<file path="src/rtl/mem_port_arbiter.sv">
// ----------------------------------------------------------------------------
// mem_port_arbiter
//
// Purpose:
//   Shares one single-ported memory between the core's instruction-fetch
//   requester (if_*) and its load/store requester (ls_*). A single
//   transaction is outstanding at a time. The FSM arbitrates, latches the
//   winner's command into the mem_* registers, runs the memory handshake,
//   then returns the response to the owner as a one-cycle rvalid pulse.
//
// Configuration:
//   MEM_ARB_RR_EN  defined   -> round-robin on ties (the loser of the last
//                               grant wins); last owner resets to ls.
//                  undefined -> fixed priority, ls always wins ties.
//
// Ports:
//   clk                      clock, rising edge
//   rst                      asynchronous active-low reset
//   if_req/if_addr           fetch request (held until if_gnt)
//   if_gnt                   one-cycle pulse, fetch command accepted
//   if_rvalid/if_rdata       one-cycle pulse with the fetched word (held)
//   ls_req/ls_we/ls_size/
//   ls_addr/ls_wdata         load/store request (held until ls_gnt)
//   ls_gnt                   one-cycle pulse, load/store command accepted
//   ls_rvalid/ls_rdata       load data valid or store done; rdata held
//   mem_req                  command valid to memory (ISSUE state)
//   mem_we/mem_size/
//   mem_addr/mem_wdata       latched command
//   mem_ready                memory accepts the command
//   mem_rvalid/mem_rdata     memory response
//   busy                     FSM not idle
//   err                      sticky: response seen outside WAIT
// ----------------------------------------------------------------------------
module mem_port_arbiter #(
    parameter int AW = 32,
    parameter int DW = 32
) (
    input  logic          clk,
    input  logic          rst,

    input  logic          if_req,
    input  logic [AW-1:0] if_addr,
    output logic          if_gnt,
    output logic          if_rvalid,
    output logic [DW-1:0] if_rdata,

    input  logic          ls_req,
    input  logic          ls_we,
    input  logic [1:0]    ls_size,
    input  logic [AW-1:0] ls_addr,
    input  logic [DW-1:0] ls_wdata,
    output logic          ls_gnt,
    output logic          ls_rvalid,
    output logic [DW-1:0] ls_rdata,

    output logic          mem_req,
    output logic          mem_we,
    output logic [1:0]    mem_size,
    output logic [AW-1:0] mem_addr,
    output logic [DW-1:0] mem_wdata,
    input  logic          mem_ready,
    input  logic          mem_rvalid,
    input  logic [DW-1:0] mem_rdata,

    output logic          busy,
    output logic          err
);

    typedef enum logic [1:0] {
        IDLE  = 2'b00,
        ISSUE = 2'b01,
        WAIT  = 2'b10
    } state_t;

    state_t state;
    state_t state_next;

    logic any_req;
    logic win_ls;
    logic owner_ls;

    assign any_req = if_req | ls_req;

`ifdef MEM_ARB_RR_EN
    // Remembers who won the previous grant so a tie goes to the other side.
    logic last_ls;

    assign win_ls = ls_req & (~if_req | ~last_ls);

    always_ff @(posedge clk or negedge rst) begin
        if (!rst) begin
            last_ls <= 1'b1;
        end else if (state == IDLE && any_req) begin
            last_ls <= win_ls;
        end
    end
`else
    // The in-flight instruction needs its data before another fetch helps.
    assign win_ls = ls_req;
`endif

    always_ff @(posedge clk or negedge rst) begin
        if (!rst) begin
            state <= IDLE;
        end else begin
            state <= state_next;
        end
    end

    always_comb begin
        state_next = state;
        case (state)
            IDLE:    if (any_req)    state_next = ISSUE;
            ISSUE:   if (mem_ready)  state_next = WAIT;
            WAIT:    if (mem_rvalid) state_next = IDLE;
            default:                 state_next = IDLE;
        endcase
    end

    // mem_req and busy decode the registered state, so they never depend
    // combinationally on the requesters.
    assign mem_req = (state == ISSUE);
    assign busy    = (state != IDLE);

    // Command latch, owner tracking and registered response pulses. The
    // command registers only load on the grant edge, keeping them stable
    // through ISSUE and WAIT.
    always_ff @(posedge clk or negedge rst) begin
        if (!rst) begin
            owner_ls  <= 1'b0;
            if_gnt    <= 1'b0;
            ls_gnt    <= 1'b0;
            if_rvalid <= 1'b0;
            ls_rvalid <= 1'b0;
            if_rdata  <= '0;
            ls_rdata  <= '0;
            mem_we    <= 1'b0;
            mem_size  <= 2'b00;
            mem_addr  <= '0;
            mem_wdata <= '0;
            err       <= 1'b0;
        end else begin
            if_gnt    <= 1'b0;
            ls_gnt    <= 1'b0;
            if_rvalid <= 1'b0;
            ls_rvalid <= 1'b0;

            if (mem_rvalid && state != WAIT) begin
                err <= 1'b1;
            end

            case (state)
                IDLE: begin
                    if (any_req) begin
                        owner_ls <= win_ls;
                        if (win_ls) begin
                            ls_gnt    <= 1'b1;
                            mem_we    <= ls_we;
                            mem_size  <= ls_size;
                            mem_addr  <= ls_addr;
                            mem_wdata <= ls_wdata;
                        end else begin
                            if_gnt    <= 1'b1;
                            mem_we    <= 1'b0;
                            mem_size  <= 2'b10;
                            mem_addr  <= if_addr;
                            mem_wdata <= '0;
                        end
                    end
                end
                WAIT: begin
                    if (mem_rvalid) begin
                        if (owner_ls) begin
                            ls_rvalid <= 1'b1;
                            // Store completion is an ack only; keep the last load data.
                            if (!mem_we) begin
                                ls_rdata <= mem_rdata;
                            end
                        end else begin
                            if_rvalid <= 1'b1;
                            if_rdata  <= mem_rdata;
                        end
                    end
                end
                default: begin
                end
            endcase
        end
    end

endmodule

</file>
<file path="config.mk">
export PLATFORM = sky130hd
export DESIGN_NAME = mem_port_arbiter
export DESIGN_NICKNAME = d
export VERILOG_FILES = /design/src/rtl/mem_port_arbiter.sv
export SDC_FILE = /design/constraint.sdc
export NUM_CORES = 1
export LEC_CHECK = 0
export ABC_AREA = 1
export CORE_AREA = 2 2 141 143
export CTS_CLUSTER_DIAMETER = 50
export CTS_CLUSTER_SIZE = 30
export DETAILED_ROUTE_END_ITERATION = 7
export DIE_AREA = 0 0 143 145
export PLACE_DENSITY = 0.64
export SYNTH_ARGS = -nofsm -noshare
export SYNTH_HDL_FRONTEND = slang
export SYNTH_SLANG_ARGS = --single-unit
</file>
<file path="constraint.sdc">
create_clock -name clk -period 4.2 [get_ports clk]
set_clock_uncertainty 0.2 [all_clocks]
set_input_delay 0.42 -clock clk [delete_from_list [all_inputs] [get_ports clk]]
set_output_delay 0.42 -clock clk [all_outputs]
set_load 0.005 [all_outputs]
</file>
[Yosys cells after proc, flatten, opt, wreduce, memory -nomap -nowiden]
Index checks and enable logic that the tools add are counted.
Storage, ports and cells
  word-level logic and storage cells: 49
  output and inout port bits: 138
  input bits: 137
  bits in registers: 139
Operators by class
  equality and inequality tests: 6
  bitwise gates (word level): 3
  reduce and logical (&&, ||, !) cells: 7
  multiplexer cells: 20
Operators with widths (count)
  $mux 32: 2
  $mux 1: 13
  $mux 2: 4
  $ne 2x2->1 const B: 3
  $pmux 2 s3: 1
  $reduce_and 3->1: 2
  $reduce_and 4->1: 1
  $eq 2x1->1 const B: 1
  $eq 2x2->1 const B: 1
  $logic_not 2->1: 1
  $ne 2x1->1 const B: 1
  $not 1->1: 2
  $reduce_and 2->1: 1
  $reduce_bool 2->1: 1
  $logic_and 1x1->1: 1
  $or 1x1->1: 1

[Logic depth before layout (Yosys ltp)]
Gate-level depths: netlist of run 1.
  depth in word-level cells: 3
  gate-level depth with buffers: 7
  depth with buffers taken out: 6

[Least setup slack after synthesis of run 1]
OpenSTA, ideal clock, no wires.
  path type: in2reg
  from: input ls_req
  to: register mem_addr[13]
  library setup time: 65 ps
  setup slack: 2783 ps
  data required time: 3935 ps
  arrival time: 1153 ps
  cell stages on the path: 6
  path through: buf_2 -> o21ai_2 -> buf_4 -> buf_6 -> nand2_1 -> nand2_1
Between the ends
  longest elaborated chain between the ends: 2
  elaborated cells between the ends (all ways): 3
  classes of those cells: mux: 1; bitwise: 1; reduce/logical: 1
RTL lines
  start, declared: RTL line 47  | input logic ls_req,
  $or 1x1->1: RTL line 82  | assign any_req = if_req | ls_req;
  $reduce_and 2->1 (no source line)
  end signal, assigned: RTL line 160  | mem_addr <= ls_addr;
  end signal, assigned: RTL line 166  | mem_addr <= if_addr;
  end, declared: RTL line 59  | output logic [AW-1:0] mem_addr,
Parallel ways exist; a longest one is shown, timed or not.
A chain may end at the register's enable or synchronous reset.

[Final worst setup path of run 1]
  from: register state[0]
  to: output busy
Between the ends
  longest elaborated chain between the ends: 1
RTL lines
  start, declared: RTL line 75  | state_t state;
  start signal, assigned: RTL line 106  | state <= state_next;
  $reduce_bool 2->1: RTL line 123  | assign busy = (state != IDLE);
  end, declared: RTL line 65  | output logic busy,
No other way between the ends.

==> results of run 1 <==
[through the flow]
step / instance area [µm²] / util / power [mW]
2_1_floorplan: 5650 / - / 3.21
3_5_place_dp: 8600 / 0.448 / 4.84
6_report: 9200 / 0.479 / 6.29
4_1_cts: 9200 / 0.479 / 6.38
3_3_place_gp: 8600 / 0.448 / 4.82
5_1_grt: 9200 / 0.479 / 6.75
[worst max-delay path, stage by stage, from the launching register on]
cell	delay, ns
dfrtp_1	0.43
nor2_2	0.26
inv_1	0.07
clkdlybuf4s50_1	0.48
[registers in the layout (all words and copies together), names as in the netlist, 2 cells and up]
register / cells
if_rdata: 32
ls_rdata: 32
mem_addr: 32
mem_size: 2
mem_wdata: 32
state: 2
[per-layer routing]
| metal | track usage | vias to the layer above |
|---|---|---|
| met5 | 0 | - |
| met4 | 0.0644 | 0 |
| met3 | 0.0647 | 29 |
| met2 | 0.267 | 198 |
| met1 | 0.205 | 2347 |
| li1 | - | 2608 |
[power by group]
group	switching (mW)	internal [mW]	leakage, nW
sequential	0.350	1.96	1.75
clock	0.634	0.855	0.284
combinational	1.06	1.44	2.56
total	2.04	4.25	4.60
[cells in the mapped netlist, drive strengths merged]
master    n
nand2   496
dfrtp   139
buf      28
inv      10
nor2      8
clkbuf    4
o21ai     3
nand3     2
o21bai    1
o31ai     1
[final timing paths]
| path | startpoint | slack, ns | cells after the start | end |
|---|---|---|---|---|
| max in group asynchronous | rst | 2.60 | 3 | mem_wdata[17] |
| worst min-delay path | ls_rdata[17] | 0.27 | 2 | ls_rdata[17] |
| worst max register to register | state[0] | 2.05 | 5 | mem_addr[7] |
| min in group asynchronous | rst | 0.33 | 2 | ls_rdata[2] |
| worst max-delay path | state[0] | 1.93 | 3 | busy |
| worst min register to register | ls_rdata[17] | 0.27 | 2 | ls_rdata[17] |
[cells in the final DEF (no fill, tap or decap)]
| cell type | synthesis | final |
|---|---|---|
| buf_6 | 1 | 1 |
| inv_8 | 0 | 3 |
| inv_2 | 3 | 3 |
| inv_1 | 7 | 7 |
| dlygate4sd3_1 | 0 | 1 |
| clkinv_4 | 0 | 3 |
| o31ai_1 | 1 | 1 |
| nand2_2 | 1 | 1 |
| buf_4 | 10 | 4 |
| nor2_4 | 1 | 1 |
| clkbuf_8 | 0 | 1 |
| nand3_1 | 2 | 2 |
| clkbuf_16 | 0 | 17 |
| dfrtp_1 | 139 | 139 |
| inv_6 | 0 | 5 |
| clkdlybuf4s50_1 | 0 | 273 |
| nor2_1 | 5 | 5 |
| nor2_2 | 2 | 2 |
| clkinvlp_4 | 0 | 2 |
| nand2_1 | 495 | 495 |
| o21bai_1 | 1 | 1 |
| bufinv_16 | 0 | 1 |
| o21ai_4 | 0 | 1 |
| buf_12 | 0 | 1 |
| o21ai_0 | 2 | 2 |
[kinds of logic (layout without fill, tap and decap cells)]
family,count (synthesis),count (layout)
AND/OR/NAND/NOR,506,506
buffers and inverters,42,322
flip-flops,139,139
AO/OA/AOI/OAI,5,5
[final cells by class]
| cell class | instances | area [µm²] | area share |
|---|---|---|---|
| timing repair buffer | 280 | 2800 | 0.305 |
| multi-input combinational | 511 | 1960 | 0.213 |
| sequential | 139 | 3480 | 0.378 |
| clock buffer | 18 | 439 | 0.0477 |
| tap | 265 | 332 | 0.0360 |
| clock inverter | 14 | 149 | 0.0162 |
| inverter | 10 | 37.5 | 0.00408 |
[repair_timing]
action / CTS / global route
buffers inserted: 0 / 0
hold endpoints to repair: 58 / 0
hold buffers: 1 / 0
==> results.md, run 1 <==
- Area delta synth->final: 62.7%
- WS Path Type: flip-flop to primary output
- Fin cells: 1237
- HP Class: flip-flop to flip-flop
- Pleak: 4.60 nW
- Cts repair resizes: 0
- Compound-Gate Fraction of Synth Area: 0.00598
- Min Tclk post-route: 2.27 ns
- Post-synth top area share: 0.615
- Routed WL: 16800 µm
- Max-cap viol count: 0
- FILL cells: 1852
- Max FO, Critical Path: 4
- Tot GR Track Use: 0.168
- Met1 wire length: 7300 µm
- Num rows: 51
- Ports: 275
- Final setup fails: 0
- Distinct cells, synth: 17
- Number of synthesized register bits: 139
- Mux contribution to synthesized area: 0
- Max layer used: met4
- First-pass GRT wire length: 27500 µm
- Die Width: 143 µm
- Core area: 0.0192 mm²
- Number of clock buffers inserted by TritonCTS: 17
- Mapped Cells: 692
- F_max: 441 MHz
- Clk root buf: clkbuf_16
- Min setup slack post-route: 1.93 ns
- Unrepaired setup endpoints after global routing: no
- Routed wl met3: 1490 µm
- Yosys top cell by area: dfrtp_1
- Overflow after GRT: 0
- Die Area: 0.0207 mm²
- Synth top area cells: dfrtp_1 62%, nand2_1 33%, buf_2 1.5%
- Worst slew margin: 0.281
- Crit path capture type: primary output
- Number of placed instances, taps included: 1204
- Post-synth net total: 829
- Synth Area in XOR/XNOR: 0
- Largest net degree at the start of global routing: 82
- 1st-pass router iterations: 6
- Tcrit/Tclk final: 0.540
- Starting Density: 0.294
- Clock Latency Late Sink: 0.41 ns
- Crit path required time: 3.58 ns
- HPWL after DPL: 11800 µm
- Nets@finish: 1096
- TritonCTS Sinks: 139
- Vias in the first global route: 5357
- Startpoint Class: flip-flop
- Max Root-Sink Buffers: 2
- Post-Synth Adder-Cell Area: 0
- Synth warn: 0
- Pin slew with the least headroom to its limit: 1.08 ns
- Synth Area in Simple Gates: 0.339
- GP Congestion: 0.746
- Hold Slack: 0.268 ns
- Share of layout cells above drive strength 1: 0.0473
- Drt first-iter violations: 197
- Worst path arrival time: 1.65 ns
- DRC errors left: 0
- # diodes: 0
- Pre-CTS setup slack: 1.51 ns
- Final Hold Fails: 0
- TritonCTS clock tree: done
- Final Slew Violations: 0
- Met2 wire length: 7600 µm
- Via density per instance: 4.19
- Status: finished clean
- Setup TNS: 0 ns
- Largest family of logic cells by synthesized area: simple AND/OR/NAND/NOR gates
- Vias post-DR: 5182
- Clock Pin Slew Worst Setup and Hold Paths: 0.07 ns
- Port bufs: 274
- PwrDens: 684 mW/mm²
- VDD IR max: 0.294 mV
- DIE HEIGHT: 145 µm
- Syn Std Cell Area: 0.00565 mm²
- Routed Antenna Nets: 0
- Seq/Total Area, Yosys: 0.615
- WL per Instance: 13.6 µm
- Initial antenna violation count: 0
- Htree depth: 4
- Avg Cell Area, Syn: 8.17 µm²
(Power assumes the default switching activity.)
==> run 2: changes to the inputs <==
==> constraint.sdc (replaced) <==
create_clock -name clk -period 2.3 [get_ports clk]
set_clock_uncertainty 0.2 [all_clocks]
set_input_delay 0.23 -clock clk [delete_from_list [all_inputs] [get_ports clk]]
set_output_delay 0.23 -clock clk [all_outputs]
set_load 0.005 [all_outputs]
==> run 2 against run 1 <==
Compared with the run above:
- critical path depth unchanged
- register-to-register slack got worse by 1.3 ns
- power is 85% higher
- sequential cell count stayed put
- global-route usage increased by 0.36 points
- final area up 1.4%
- critical endpoint is now mem_req
- largest power group unchanged
- via count grew 1.8%
- core utilization rose by 0.66 points
- hold slack lost 0.12 ns
- highest routed layer is now met5
- clock-buffer cell count rose by 1
==> results.md, run 2 (synthesis results as in run 1) <==
- Cts repair resizes: 0 (unchanged)
- Via density per instance: 4.24 (+1.2%)
- CP cell instances: inv_1 -> nor2_1 -> clkdlybuf4s50_1
- Starting Density: 0.294 (unchanged)
- Number of placed instances, taps included: 1211 (+0.58%)
- WL per Instance: 14.0 µm (+2.9%)
- Port bufs: 274 (unchanged)
- Final Hold Fails: 0 (unchanged)
- R2R Path End: ls_rdata[1]
- Fin cells: 1244 (+0.57%)
- Min setup slack post-route: 0.244 ns (-1.69 ns)
- Clk root buf: clkbuf_16
- Setup TNS: 0 ns (unchanged)
- Crit path required time: 1.87 ns (-1.71 ns)
- Area occupied by multi-input gates: 0.00196 mm² (unchanged)
- Min Tclk post-route: 2.06 ns
- Leading cell type in the layout, fill and taps excluded: nand2_1
- Final setup fails: 0 (unchanged)
- Startpoint Class: flip-flop
- Largest net degree at the start of global routing: 69 (-16%)
- Pleak: 4.65 nW (+1.1%)
- HP Class: input pin to async pin
- Num rows: 51 (unchanged)
- Slowest stage cell on the critical path: clkdlybuf4s50_1
- Vias post-DR: 5275 (+1.8%)
- TritonCTS Sinks: 139 (unchanged)
- F_max: 486 MHz
- Switching Share: 0.317 (-0.00746)
- Reg2reg setup slack: 0.75 ns (-1.30 ns)
- Overflow after GRT: 0 (unchanged)
- Htree depth: 4 (unchanged)
- R2R cell count: 6 (+1)
- Combinational share of power: 0.403 (+0.006)
- Routed WL: 17400 µm (+3.5%)
- VDD IR max: 0.542 mV (+84%)
- Area delta synth->final: 64.9%
- Unrepaired setup endpoints after global routing: no
- Clock Pin Slew Worst Setup and Hold Paths: 0.06 ns (about the same)
- Ports: 275 (unchanged)
- Pre-CTS setup slack: 0.436 ns (-1.08 ns)
- FILL cells: 1882 (+1.6%)
- Number of clock buffers inserted by TritonCTS: 17 (unchanged)
- Crit path largest cell delay: 0.55 ns (+0.07 ns)
- 1st-pass router iterations: 6 (unchanged)
- Die Area: 0.0207 mm² (unchanged)
- Drt first-iter violations: 206 (+4.6%)
- Nets@finish: 1103 (+0.64%)
- DIE HEIGHT: 145 µm (unchanged)
- Pin slew with the least headroom to its limit: 0.509 ns (-0.567 ns)
- TritonCTS clock tree: done
- Max-cap viol count: 0 (unchanged)
- DRC errors left: 0 (unchanged)
- Worst path arrival time: 1.63 ns (-0.02 ns)
- Power, Total: 11.6 mW (+85%)
- Max FO, Critical Path: 3 (-1)
- PwrDens: 1240 mW/mm² (+82%)
- Routed Antenna Nets: 0 (unchanged)
- Initial antenna violation count: 1 (+1)
- First-pass GRT wire length: 27900 µm (+1.6%)
- Max Root-Sink Buffers: 2 (unchanged)
- Clock Power Share: 0.235 (-0.002)
- Core Util, Final: 0.485 (+0.00658)
- GP Congestion: 0.783 (+5.0%)
- Share of layout cells above drive strength 1: 0.0531 (+0.00579)
- Most frequent cells in the layout: 495 x nand2_1, 273 x clkdlybuf4s50_1, 139 x dfrtp_1
- Worst slew margin: 0.660 (+0.379)
- Psw: 3.68 mW (+80%)
- Reg2Reg Launch Point: state[0]
- Final Slew Violations: 0 (unchanged)
- Cts-stage hold buffer count: 1 (unchanged)
- HPWL after DPL: 12100 µm (+2.7%)
- WS Path Type: flip-flop to primary output
- Core area: 0.0192 mm² (unchanged)
- Crit path capture type: primary output
- Post-CTS setup buffers: 0 (unchanged)
- # diodes: 0 (unchanged)
- Internal power: 7.92 mW (+87%)
- Status: finished clean
- Flop pwr share: 0.362 (-0.004)
- Register area: 0.00348 mm² (unchanged)
- Tcrit/Tclk final: 0.894
- Die Width: 143 µm (unchanged)
- Tot GR Track Use: 0.171 (+0.00359)
- Vias in the first global route: 5347 (-0.19%)
- Clock Latency Late Sink: 0.41 ns (about the same)
==> run 2: per-layer routing <==
metal  GRT usage  vias to the layer above  routed length, µm
met1       0.209                     2448               7500
met3      0.0604                       23               1290
met4      0.0569                        2                312
met5           0                        -                 13
met2       0.280                      184               8270
li1            -                     2618                  -
==> run 2: area by class of cell <==
class | instances | share of cell area
Clock inverter | 13 | 0.0154
Tap cell | 265 | 0.0356
Timing Repair Buffer | 287 | 0.314
Multi-Input combinational cell | 511 | 0.210
Inverter | 10 | 0.00403
Sequential cell | 139 | 0.373
Clock buffer | 19 | 0.0475
==> run 2: through the flow <==
stage | hold slack (ns) | cell area, µm²
final | 0.146 | 9320
after detailed placement | 0.0266 | 8730
after CTS | 0.127 | 9320
after global placement | 0.0241 | 8730
after floorplan | -0.266 | 5650
after global routing | 0.147 | 9320
==> run 2: worst max-delay path by stage <==
stage	startpoint	endpoint
after global routing	state[0]	busy
after CTS	state[0]	mem_req
final	state[0]	mem_req
after global placement	mem_rvalid	if_rdata[7]
after floorplan	state[0]	mem_addr[13]
after detailed placement	mem_rvalid	if_rdata[4]
==> run 2: power by group through the flow <==
| stage | sequential (mW) | clock, mW | combinational (mW) |
|---|---|---|---|
| 6_report | 4.20 | 2.73 | 4.67 |
| 2_1_floorplan | 4.28 | 0 | 1.58 |
| 4_1_cts | 4.21 | 2.80 | 4.77 |
| 5_1_grt | 4.35 | 2.92 | 5.16 |
| 3_5_place_dp | 4.21 | 0 | 4.76 |
| 3_3_place_gp | 4.20 | 0 | 4.71 |
==> run 2: critical path: cells and delay by family, from the launching register on <==
kind | cells | cell delay [ns]
buf+inv | 2 | 0.65
flops | 1 | 0.42
simple gates | 1 | 0.15
